## src/rtl/hello_world_detect.sv

```systemverilog
// Recogniser for the 16-byte message "Hello, World! \n\r" arriving one byte per strobe.
// Optional mid-message idle timeout is enabled by defining HWD_TIMEOUT_EN.

module hello_world_mem (
  input  logic [3:0] i_addr,
  output logic [7:0] o_data
);
  always_comb begin
    o_data = 8'h00;
    case (i_addr)
      4'h0: o_data = 8'h48; // H
      4'h1: o_data = 8'h65; // e
      4'h2: o_data = 8'h6C; // l
      4'h3: o_data = 8'h6C; // l
      4'h4: o_data = 8'h6F; // o
      4'h5: o_data = 8'h2C; // ,
      4'h6: o_data = 8'h20; // space
      4'h7: o_data = 8'h57; // W
      4'h8: o_data = 8'h6F; // o
      4'h9: o_data = 8'h72; // r
      4'hA: o_data = 8'h6C; // l
      4'hB: o_data = 8'h64; // d
      4'hC: o_data = 8'h21; // !
      4'hD: o_data = 8'h20; // space
      4'hE: o_data = 8'h0A; // \n
      4'hF: o_data = 8'h0D; // \r
      default: o_data = 8'h00;
    endcase
  end
endmodule

module hello_world_detect #(
  parameter int unsigned CW      = 16,
  parameter int unsigned TIMEOUT = 1000
) (
  input  logic          i_clk,
  input  logic          i_reset,
  input  logic          i_stb,
  input  logic [7:0]    i_data,
  output logic [3:0]    o_index,
  output logic          o_match,
  output logic          o_err,
  output logic [CW-1:0] o_count
);
  localparam logic [7:0] CHAR_H = 8'h48;

  if (TIMEOUT < 1) begin : g_bad_timeout
    $error("hello_world_detect: TIMEOUT must be at least 1");
  end

  logic [3:0]    index_q;
  logic          match_q;
  logic          err_q;
  logic [CW-1:0] count_q;
  logic [7:0]    expected;
  logic          timeout_hit;

  hello_world_mem u_mem (
    .i_addr (index_q),
    .o_data (expected)
  );

`ifdef HWD_TIMEOUT_EN
  localparam int unsigned TW = $clog2(TIMEOUT + 1);
  localparam logic [TW-1:0] TLAST = TW'(TIMEOUT - 1);

  logic [TW-1:0] timer_q;

  // Expiry fires on the TIMEOUT-th idle cycle; a strobe in that cycle takes precedence.
  assign timeout_hit = !i_stb && (index_q != 4'd0) && (timer_q == TLAST);

  always_ff @(posedge i_clk or posedge i_reset) begin
    if (i_reset) begin
      timer_q <= '0;
    end else if (i_stb || index_q == 4'd0 || timeout_hit) begin
      timer_q <= '0;
    end else begin
      timer_q <= timer_q + TW'(1);
    end
  end
`else
  assign timeout_hit = 1'b0;
`endif

  always_ff @(posedge i_clk or posedge i_reset) begin
    if (i_reset) begin
      index_q <= '0;
      match_q <= 1'b0;
      err_q   <= 1'b0;
      count_q <= '0;
    end else begin
      match_q <= 1'b0;
      err_q   <= 1'b0;
      if (i_stb) begin
        if (i_data == expected) begin
          if (index_q == 4'hF) begin
            index_q <= '0;
            match_q <= 1'b1;
            if (count_q != '1) count_q <= count_q + CW'(1);
          end else begin
            index_q <= index_q + 4'd1;
          end
        end else begin
          // A non-'H' byte at index 0 is line noise; 'H' only starts a message, so restart is exact.
          err_q   <= (index_q != 4'd0);
          index_q <= (i_data == CHAR_H) ? 4'd1 : 4'd0;
        end
      end else if (timeout_hit) begin
        index_q <= '0;
      end
    end
  end

  assign o_index = index_q;
  assign o_match = match_q;
  assign o_err   = err_q;
  assign o_count = count_q;
endmodule

```

## config.mk

```make
export PLATFORM = sky130hd
export DESIGN_NAME = hello_world_detect
export DESIGN_NICKNAME = d
export VERILOG_FILES = /design/src/rtl/hello_world_detect.sv
export SDC_FILE = /design/constraint.sdc
export NUM_CORES = 1
export LEC_CHECK = 0
export ABC_AREA = 0
export CORE_MARGIN = 2
export CORE_UTILIZATION = 27
export CTS_BUF_LIST = sky130_fd_sc_hd__clkbuf_4 sky130_fd_sc_hd__clkbuf_8 sky130_fd_sc_hd__clkbuf_16
export DETAILED_ROUTE_END_ITERATION = 8
export HOLD_SLACK_MARGIN = 0.08
export PLACE_DENSITY = 0.47
export SYNTH_ARGS = -nofsm -noshare
export SYNTH_HDL_FRONTEND = slang
export SYNTH_HIERARCHICAL = 1
export SYNTH_SLANG_ARGS = --single-unit
```

## constraint.sdc

```tcl
create_clock -name i_clk -period 5.1 [get_ports i_clk]
set_input_delay 0.765 -clock i_clk [delete_from_list [all_inputs] [get_ports i_clk]]
set_output_delay 0.765 -clock i_clk [all_outputs]
set_load 0.03 [all_outputs]
```

==> impl_results.md, run 1 <==
* Status: finished clean
* Initial drt markers at 38
* Pleak at 0.000839 uW
* Final #Nets at between 200 and 250
* CTS Hold Buffers Added at 0
* Cell taking the most area after synthesis: dfrtp_1
* Crit path DAT at approximately 3.3 ns
* Register area at between 500 and 600 um2
* Die ar. at ~6400 um2
* R2R cell count at 10
* Vias in the first global route at roughly 1,200
* Initial core utilization at between 20% and 30%
* N_diodes at 0
* Layout cells sized above 1 at 9.47%
* Critical path class: register to register
* Ys flop type: dfrtp_1
* Post-CTS Setup Bufs at 0
* Fmax at roughly 0.32 GHz
* Post-synth top cells: dfrtp_1 (22), nand2_1 (16), xor2_1 (14), ha_1 (10)
* GR Util All Layers at around 11%
* Dpl cell area at 1900 um2
* YS warnings at 6
* Inserted Clock Buffers at 3
* Initial antenna violation count at 0
* Max-cap violations at 0
* Setup total negative slack at 0 ns
* Seq/Total Area, Yosys at a little over a third
* GP Congestion at 0.822
* Clock Sinks at 22
* P per Cell Area at 167 nW/um2
* GR Overflow Total at 0
* Post-synth ARST share at between 90% and 100%
* Syn nets at 183
* Hold crit path type: register to register
* Clock skew at about 0.0019 ns
* DR pass1 iterations at 4
* Synth Cell Area at 1550 um2
* Wire per inst at around 13 um
* VDD IR max at just over 90 uV
* Crit start category: register
* Die X at 79.9 um
* Row count at 27
* Slack of the critical path at between 1.5 and 2 ns
* Area of the multi-input gates at roughly 900 um2
* Relative slew slack at around two fifths
* Final period utilization at 61.5%
* Final core utilization at a little over a third
* Maximum net fanout on the critical path at 17
* Non-Filler Instances at 262
* Vias at ~1,300
* DRC Markers at 0
* Largest net degree at the start of global routing at 23
* Via-to-Cell Ratio at about 4.8
* Avg Synthesized Cell Area at between 9 and 10 um2
* Pre-CTS WS at about 2.0 ns
* TritonCTS clock tree: yes
* Reg clk slew, reported paths at 0.08 ns
* RSZ-0062 raised after global routing: no
* Final wirelength at roughly 3.4 mm
* Required time of the critical path at 5.25 ns
* Max-slew violation count at 0
* Synthesized instance count at roughly 160
* Die height at around 80 um
* CP Capture Type: register
* I/O pins at 33
* Clock latency at the later pin of the worst-skew pair at about 0.26 ns
* Port bufs at 32
* Main area contributors after synthesis: dfrtp_1 (35%), ha_1 (8.1%), xor2_1 (7.9%)
* Maximum root-to-sink buffer count at 2
* Final hold vios at 0
* Root buf cell: clkbuf_8
* Worst hold stages at 1
* Fin crit period at approximately 3.1 ns
* H-tree depth at 1
* Resize count post-CTS at 0
* Final antenna-violating net count at 0
* Actual slew at the worst max-slew pin at 0.871 ns
* DP HPWL at between 2 and 3 mm
* Filler Cell Count at between 500 and 600
* Synth cell types at 41
* Cell Count Post-Placement at about 260
* Post-Layout Inst Area at just under 2000 um2
* Flops & latches, synth at 22
* Top-count cell post-synth: dfrtp_1
* Area grow syn2layout at 25.2%
* First-pass GRT wire length at between 5 and 6 mm
* Final setup fails at 0
* Core ar. at 5540 um2
* Post-synth EDFFs at 0
* Synth top area share at a little over a third
## routing by layer
layer	global-route usage, %	vias up	wire (um)
met5	0	-	0
met4	4.07	0	50
met3	1.36	4	144
met2	19.0	36	1650
met1	14.3	605	1550
li1	-	622	-
## power by group
part | internal (uW) | switching [uW]
Sequential | 175 | 2.18
Combinational | 18.7 | 20.7
Clock | 52.7 | 55.3
Total | 247 | 78.2
## final cells by class
| cell class | instances | share of cell area (%) |
|---|---|---|
| clock buffers | 3 | 2.12 |
| inverters | 8 | 1.54 |
| multi-input cells | 124 | 46.6 |
| flip-flops and latches | 22 | 28.3 |
| well taps | 72 | 4.63 |
| repair buffers | 33 | 16.8 |
## cells by family (layout without fill, tap and decap cells)
family / count (synthesis) / count (layout) / synth area share (%)
flops: 22 / 22 / 35.4
simple gates: 65 / 65 / 25.7
compound gates: 23 / 23 / 9.50
other cells: 1 / 1 / 0.241
fa+ha+maj: 10 / 10 / 8.05
buf+inv: 16 / 44 / 6.28
xor+xnor: 22 / 22 / 12.4
mux: 3 / 3 / 2.42
## worst max-delay path, cell delays in order (launching register included)
cell,delay [ns]
dfrtp_1,0.54
inv_1,0.20
ha_1,0.38
nor2_1,0.11
a21oi_1,0.05
a21oi_1,0.21
xnor2_1,0.17
nand4_1,0.15
or4_4,0.64
nor3_1,0.22
mux2_2,0.35
## final timing paths
path / slack [ns] / start / end
min in group asynchronous: 0.98 / i_reset / o_count[0]
hold / removal: 0.49 / o_count[10] / o_count[10]
setup / recovery: 1.96 / o_index[0] / o_count[14]
setup reg to reg: 1.96 / o_index[0] / o_count[14]
max in group asynchronous: 3.58 / i_reset / o_count[14]
hold reg to reg: 0.49 / o_count[10] / o_count[10]
## state kept, by name, summed over array words and instances (netlist names)
| register | cells |
|---|---|
| o_count | 16 |
| o_match | 1 |
| o_index | 4 |
| o_err | 1 |
## cells in the final DEF (no fill, tap or decap), types with 2 or more instances in the layout
cell and count:
nor4_2 2, mux2_2 2, and4_1 4, nand3_1 7, clkdlybuf4s50_1 32, ha_1 10
xor2_1 14, nor3_2 7, o21ai_0 6, nor3_1 2, dfrtp_1 22, xnor2_1 8
nand2_1 16, nor2b_1 2, a211oi_1 2, and3_1 4, inv_1 8, nor4_1 2
nand4_1 4, nor2_1 8, nor4b_1 2, a21oi_1 7, clkbuf_8 3
## stage by stage
stage	power, uW	hold WS (ns)
after floorplan	205	0.659
after global placement	221	0.479
after detailed placement	221	0.487
after CTS	330	0.498
after global routing	343	0.529
final	325	0.492
(Power assumes the default switching activity.)
==> run 2: changes to the inputs <==
==> constraint.sdc (replaced) <==
create_clock -name i_clk -period 3.3 [get_ports i_clk]
set_input_delay 0.495 -clock i_clk [delete_from_list [all_inputs] [get_ports i_clk]]
set_output_delay 0.495 -clock i_clk [all_outputs]
set_load 0.03 [all_outputs]
==> impl_results.md, run 2 (same netlist as run 1, synthesis figures left out) <==
* Worst reg2reg setup slack at 0.25 ns (-1.71 ns)
* Status: finished clean
* Hold path start: o_count[7]
* Slack of the critical path at 0.252 ns (-1.71 ns)
* First-pass GRT wire length at 5.33 mm (-5.2%)
* Crit start category: register
* Clock skew at 0.00301 ns (+0.00116 ns)
* TritonCTS clock tree: yes
* RSZ-0062 raised after global routing: no
* Worst hold stages at 1 (unchanged)
* Actual slew at the worst max-slew pin at 0.846 ns (-0.0245 ns)
* Setup total negative slack at 0 ns (unchanged)
* Crit path DAT at 3.20 ns (-0.09 ns)
* Initial core utilization at 28.0% (unchanged)
* Initial drt markers at 59 (+55%)
* GR Overflow Total at 0 (unchanged)
* Die ar. at 6380 um2 (unchanged)
* Layout cells sized above 1 at 10.9% (+1.4 points)
* Maximum net fanout on the critical path at 17 (unchanged)
* Resize count post-CTS at 0 (unchanged)
* N_diodes at 0 (unchanged)
* Part of the power in registers at 51.5% (-3.1 points)
* Clock latency at the later pin of the worst-skew pair at 0.26 ns (about the same)
* VDD IR max at 147 uV (+62%)
* Die X at 79.9 um (unchanged)
* Via-to-Cell Ratio at 4.89 (+1.1%)
* NetSw at 123 uW (+58%)
* Hold EP: o_count[7]
* Final antenna-violating net count at 0 (unchanged)
* Clock power frac at 36.5% (+3.3 points)
* CP Capture Type: register
* Area grow syn2layout at 27.1%
* Reg2Reg Launch Point: o_index[0]
* Commonest non-fill, non-tap cell in the layout: clkdlybuf4s50_1
* I/O pins at 33 (unchanged)
* Relative slew slack at 43.5% (+1.6 points)
* Final hold slack at 0.492 ns (-0.000671 ns)
* Critical path class: register to register
* Final period utilization at 92.4% (+31 points)
* Final wirelength at 3.33 mm (-2.0%)
* Required time of the critical path at 3.45 ns (-1.80 ns)
* Vias in the first global route at 1,189 (+0.76%)
* Final #Nets at 215 (+0.94%)
* DRC Markers at 0 (unchanged)
* Root buf cell: clkbuf_8
* Max-cap violations at 0 (unchanged)
* Clock Sinks at 22 (unchanged)
* Port bufs at 32 (unchanged)
* Initial antenna violation count at 0 (unchanged)
* Fmax at 0.328 GHz (+3.0%)
* CTS Hold Buffers Added at 0 (unchanged)
* DR pass1 iterations at 4 (unchanged)
* Pleak at 0.000857 uW (+2.1%)
* Filler Cell Count at 558 (-2.3%)
* Post-CTS Setup Bufs at 0 (unchanged)
* Leading cell types in the layout, fill and taps excluded: clkdlybuf4s50_1 (32), dfrtp_1 (22), nand2_1 (16)
* Max-slew violation count at 0 (unchanged)
* Core ar. at 5540 um2 (unchanged)
* Max reg flops at 16 (unchanged)
* Inserted Clock Buffers at 3 (unchanged)
* Final setup fails at 0 (unchanged)
* Largest net degree at the start of global routing at 23 (unchanged)
* Die height at 79.9 um (unchanged)
* Final hold vios at 0 (unchanged)
* GP Congestion at 0.843 (+2.6%)
* Sw Ratio at 23.2% (-0.82 points)
* Row count at 27 (unchanged)
* Maximum root-to-sink buffer count at 2 (unchanged)
* R2R Path End: o_count[1]
* GR Util All Layers at 10.5% (-0.62 points)
* H-tree depth at 1 (unchanged)
* Reg clk slew, reported paths at 0.08 ns (about the same)
* Hold crit path type: register to register
* Vias at 1,295 (+2.2%)
* Logic pwr share at 12.0% (about the same)
* Pre-CTS WS at 0.289 ns (-1.68 ns)
* Power Internal at 407 uW (+65%)
* DP HPWL at 2.52 mm (-3.7%)
* Fin crit period at 3.05 ns (-0.0910 ns)
* R2R cell count at 10 (unchanged)
* Wire per inst at 12.6 um (-3.1%)
* P per Cell Area at 269 nW/um2 (+61%)
==> run 2: worst max-delay path by stage <==
stage | from | endpoint | slack [ns]
floorplan | o_index[0] | o_count[1] | 0.32
global placement | o_index[0] | o_count[1] | 0.39
detailed placement | o_index[0] | o_count[1] | 0.29
CTS | o_index[0] | o_count[1] | 0.28
global route | o_index[0] | o_count[14] | 0.09
finish | o_index[0] | o_count[1] | 0.25
==> run 2: critical path, stage by stage (launching register included) <==
cell	delay (ns)
dfrtp_1	0.45
inv_1	0.16
ha_1	0.35
nor2_1	0.11
a21oi_1	0.05
a21oi_1	0.25
xnor2_1	0.18
nand4_1	0.16
or4_4	0.65
nor2_1	0.21
mux2_2	0.36
==> run 2: metal layers <==
layer	global-route usage [%]	wire (um)	vias up	share of wire [%]
met2	18.5	1650	37	50
met1	12.7	1500	620	45
met3	1.36	123	6	3.7
met4	4.58	58	0	1.7
met5	0	0	-	0
li1	-	-	632	-
==> run 2: power groups by stage <==
stage               Combinational [uW]  Sequential [uW]  Clock, uW
global route                      71.2              274        212
global placement                  64.1              278          0
detailed placement                64.4              279          0
CTS                               64.7              273        205
finish                            63.9              273        194
floorplan                         33.4              283          0
==> run 2: area by class of cell <==
class                           instances  area (um2)  area share [%]
Tap cell                               72        90.1            4.56
Inverter                                8        30.0            1.52
Timing Repair Buffer                   35         343            17.4
Sequential cell                        22         551            27.9
Multi-Input combinational cell        124         906            45.9
Clock buffer                            4        55.1            2.79
==> run 2: stage by stage <==
stage / utilization [%] / cell area, um2 / std cells / total power (uW)
floorplan: - / 1550 / 162 / 317
global placement: 34.6 / 1920 / 261 / 343
detailed placement: 34.6 / 1920 / 261 / 343
CTS: 35.6 / 1970 / 265 / 543
global route: 35.6 / 1970 / 265 / 557
finish: 35.6 / 1970 / 265 / 531
==> run 3: changes to the inputs <==
--- a/config.mk
+++ b/config.mk
@@ -5,7 +5,6 @@
 export SDC_FILE = /design/constraint.sdc
 export NUM_CORES = 1
 export LEC_CHECK = 0
-export ABC_AREA = 0
 export CORE_MARGIN = 2
 export CORE_UTILIZATION = 27
 export CTS_BUF_LIST = sky130_fd_sc_hd__clkbuf_4 sky130_fd_sc_hd__clkbuf_8 sky130_fd_sc_hd__clkbuf_16
==> constraint.sdc (replaced) <==
create_clock -name i_clk -period 3.15 [get_ports i_clk]
set_input_delay 0.4725 -clock i_clk [delete_from_list [all_inputs] [get_ports i_clk]]
set_output_delay 0.4725 -clock i_clk [all_outputs]
set_load 0.03 [all_outputs]
==> impl_results.md, run 3 (same netlist as run 1, synthesis figures left out) <==
* Largest net degree at the start of global routing at 23 (unchanged)
* N_diodes at 0 (unchanged)
* GRT Max-Usage Layer: met2
* Final hold vios at 0 (unchanged)
* Met2 usage at 18.9% (+0.42 points)
* Filler Cell Count at 564 (+1.1%)
* Crit path max-delay family: simple AND/OR/NAND/NOR gates
* Final #Nets at 217 (+0.93%)
* Reg clk slew, reported paths at 0.08 ns (about the same)
* Die ar. at 6380 um2 (unchanged)
* Reg2Reg Launch Point: o_index[0]
* Max reg flops at 16 (unchanged)
* Relative slew slack at 44.2% (+0.65 points)
* Buf/Inv on CP at 1 (unchanged)
* Initial core utilization at 28.0% (unchanged)
* Power Internal at 427 uW (+4.8%)
* Max-slew violation count at 0 (unchanged)
* Hold crit path type: register to register
* Worst-path cell chain: inv_1 > ha_1 > nor2_1 > a21oi_1 > o21ai_0 > xnor2_1 > nand4_1 > or4_4 > nor3_1 > mux2_2
* Area of the multi-input gates at 906 um2 (unchanged)
* Clock skew at 0.00251 ns (-0.000500 ns)
* R2R cell count at 10 (unchanged)
* Cell Count Post-Placement at 263 (+0.77%)
* Worst reg2reg setup slack at 0.24 ns (about the same)
* P per Cell Area at 278 nW/um2 (+3.6%)
* Max-cap violations at 0 (unchanged)
* CP Capture Type: register
* Worst path max stage delay at 0.68 ns (+0.03 ns)
* Required time of the critical path at 3.30 ns (-0.15 ns)
* Clock power frac at 36.3% (-0.2 points)
* Hold EP: o_count[7]
* CTS Hold Buffers Added at 0 (unchanged)
* GR Overflow Total at 0 (unchanged)
* Vias in the first global route at 1,250 (+5.1%)
* CP max stage cell: or4_4
* Met1 usage at 13.7% (+1.0 points)
* Final period utilization at 92.3% (about the same)
* Final antenna-violating net count at 0 (unchanged)
* Pleak at 0.000867 uW (+1.1%)
* Die height at 79.9 um (unchanged)
* Final core utilization at 35.9% (+0.29 points)
* H-tree depth at 1 (unchanged)
* Clock latency at the later pin of the worst-skew pair at 0.26 ns (about the same)
* Critical path class: register to register
* Crit start category: register
* Leading cell types in the layout, fill and taps excluded: clkdlybuf4s50_1 (32), dfrtp_1 (21), nand2_1 (16)
* Fmax at 0.344 GHz (+4.8%)
* Initial antenna violation count at 0 (unchanged)
* DP HPWL at 2.58 mm (+2.2%)
* NetSw at 127 uW (+3.1%)
* VDD IR max at 123 uV (-16%)
* Area grow syn2layout at 28.1%
* Via-to-Cell Ratio at 4.66 (-4.7%)
* Die X at 79.9 um (unchanged)
* Met3 Usage GRT at 1.70% (+0.34 points)
* Register area at 552 um2 (+0.23%)
* R2R Path End: o_count[14]
* Dpl cell area at 1930 um2 (+0.78%)
* Part of the power in registers at 51.7% (+0.2 points)
* Layout cells sized above 1 at 12.3% (+1.4 points)
* Maximum net fanout on the critical path at 17 (unchanged)
* Final wirelength at 3.35 mm (+0.48%)
* Root buf cell: clkbuf_8
* Final setup fails at 0 (unchanged)
* GR Util All Layers at 11.1% (+0.58 points)
* First-pass GRT wire length at 5.75 mm (+7.9%)
* Wire per inst at 12.5 um (-0.27%)
* Commonest non-fill, non-tap cell in the layout: clkdlybuf4s50_1
* Actual slew at the worst max-slew pin at 0.836 ns (-0.00972 ns)
* Clock Sinks at 22 (unchanged)
* Maximum root-to-sink buffer count at 2 (unchanged)
* Core ar. at 5540 um2 (unchanged)
* Port bufs at 32 (unchanged)
* RSZ-0062 raised after global routing: no
* Inserted Clock Buffers at 3 (unchanged)
* Row count at 27 (unchanged)
* Crit path DAT at 3.06 ns (-0.14 ns)
* Sw Ratio at 22.9% (-0.29 points)
* Logic pwr share at 12.0% (about the same)
* DRC Markers at 0 (unchanged)
* Vias at 1,244 (-3.9%)
* Setup total negative slack at 0 ns (unchanged)
* DR pass1 iterations at 4 (unchanged)
* Initial drt markers at 39 (-34%)
* GP Congestion at 0.778 (-7.7%)
* Worst hold stages at 1 (unchanged)
* Status: finished clean
* Fin crit period at 2.91 ns (-0.140 ns)
* Post-Layout Inst Area at 1990 um2 (+0.82%)
* I/O pins at 33 (unchanged)
* Post-CTS Setup Bufs at 0 (unchanged)
* Hold path start: o_count[7]
* TritonCTS clock tree: yes
* Non-Filler Instances at 267 (+0.75%)
run 3: changes by cell type in the layout (fill, tap and decap cells not counted), sizes merged:
| cell | delta |
|---|---|
| buf | +2 |
run 3: worst max-delay path by stage:
stage | to | start | cells after the start | slack, ns
after floorplan | o_count[1] | o_index[0] | 11 | 0.17
after global placement | o_count[1] | o_index[0] | 10 | 0.29
after detailed placement | o_count[1] | o_index[0] | 10 | 0.18
after CTS | o_count[1] | o_index[0] | 10 | 0.17
after global routing | o_count[1] | o_index[0] | 10 | 0.06
final | o_count[14] | o_index[0] | 10 | 0.24
run 3: worst reg2reg max path: cells and delay by family, from the launching register on:
kind            cells  cell delay (ns)
mux                 1             0.35
fa+ha+maj           1             0.22
compound gates      2             0.27
flops               1             0.46
buf+inv             1             0.18
xor+xnor            1             0.23
simple gates        4             1.10
run 3: area by class of cell:
cell class	instances	area share [%]
Tap cell	72	4.53
Inverter	8	1.51
Multi-Input combinational cell	124	45.5
Sequential cell	22	27.7
Clock buffer	4	2.77
Timing Repair Buffer	37	18.0
run 3: power by group through the flow:
| stage | Clock [uW] | Combinational, uW | Sequential [uW] |
|---|---|---|---|
| after floorplan | 0 | 35.0 | 297 |
| after global placement | 0 | 66.5 | 292 |
| after detailed placement | 0 | 67.6 | 292 |
| after CTS | 210 | 67.9 | 287 |
| after global routing | 221 | 74.1 | 287 |
| final | 201 | 66.6 | 287 |
run 3: repair_timing:
item | 4_1_cts | 5_1_grt
hold endpoints to repair | 0 | 0
gates resized for setup | 0 | 1
setup endpoints to repair | 0 | 2
run 3: routing by layer:
metal	vias to the layer above	part of all wire (%)
met5	-	0
met4	0	1.4
met2	34	49
li1	633	-
met1	573	45
met3	4	4.3
run 3: per-stage QoR:
step                total power, uW  hold slack [ns]  worst slack, ns
global placement                358            0.476            0.290
CTS                             564            0.495            0.169
global route                    582            0.510           0.0600
floorplan                       332            0.462            0.167
detailed placement              360            0.484            0.181
finish                          554            0.493            0.242
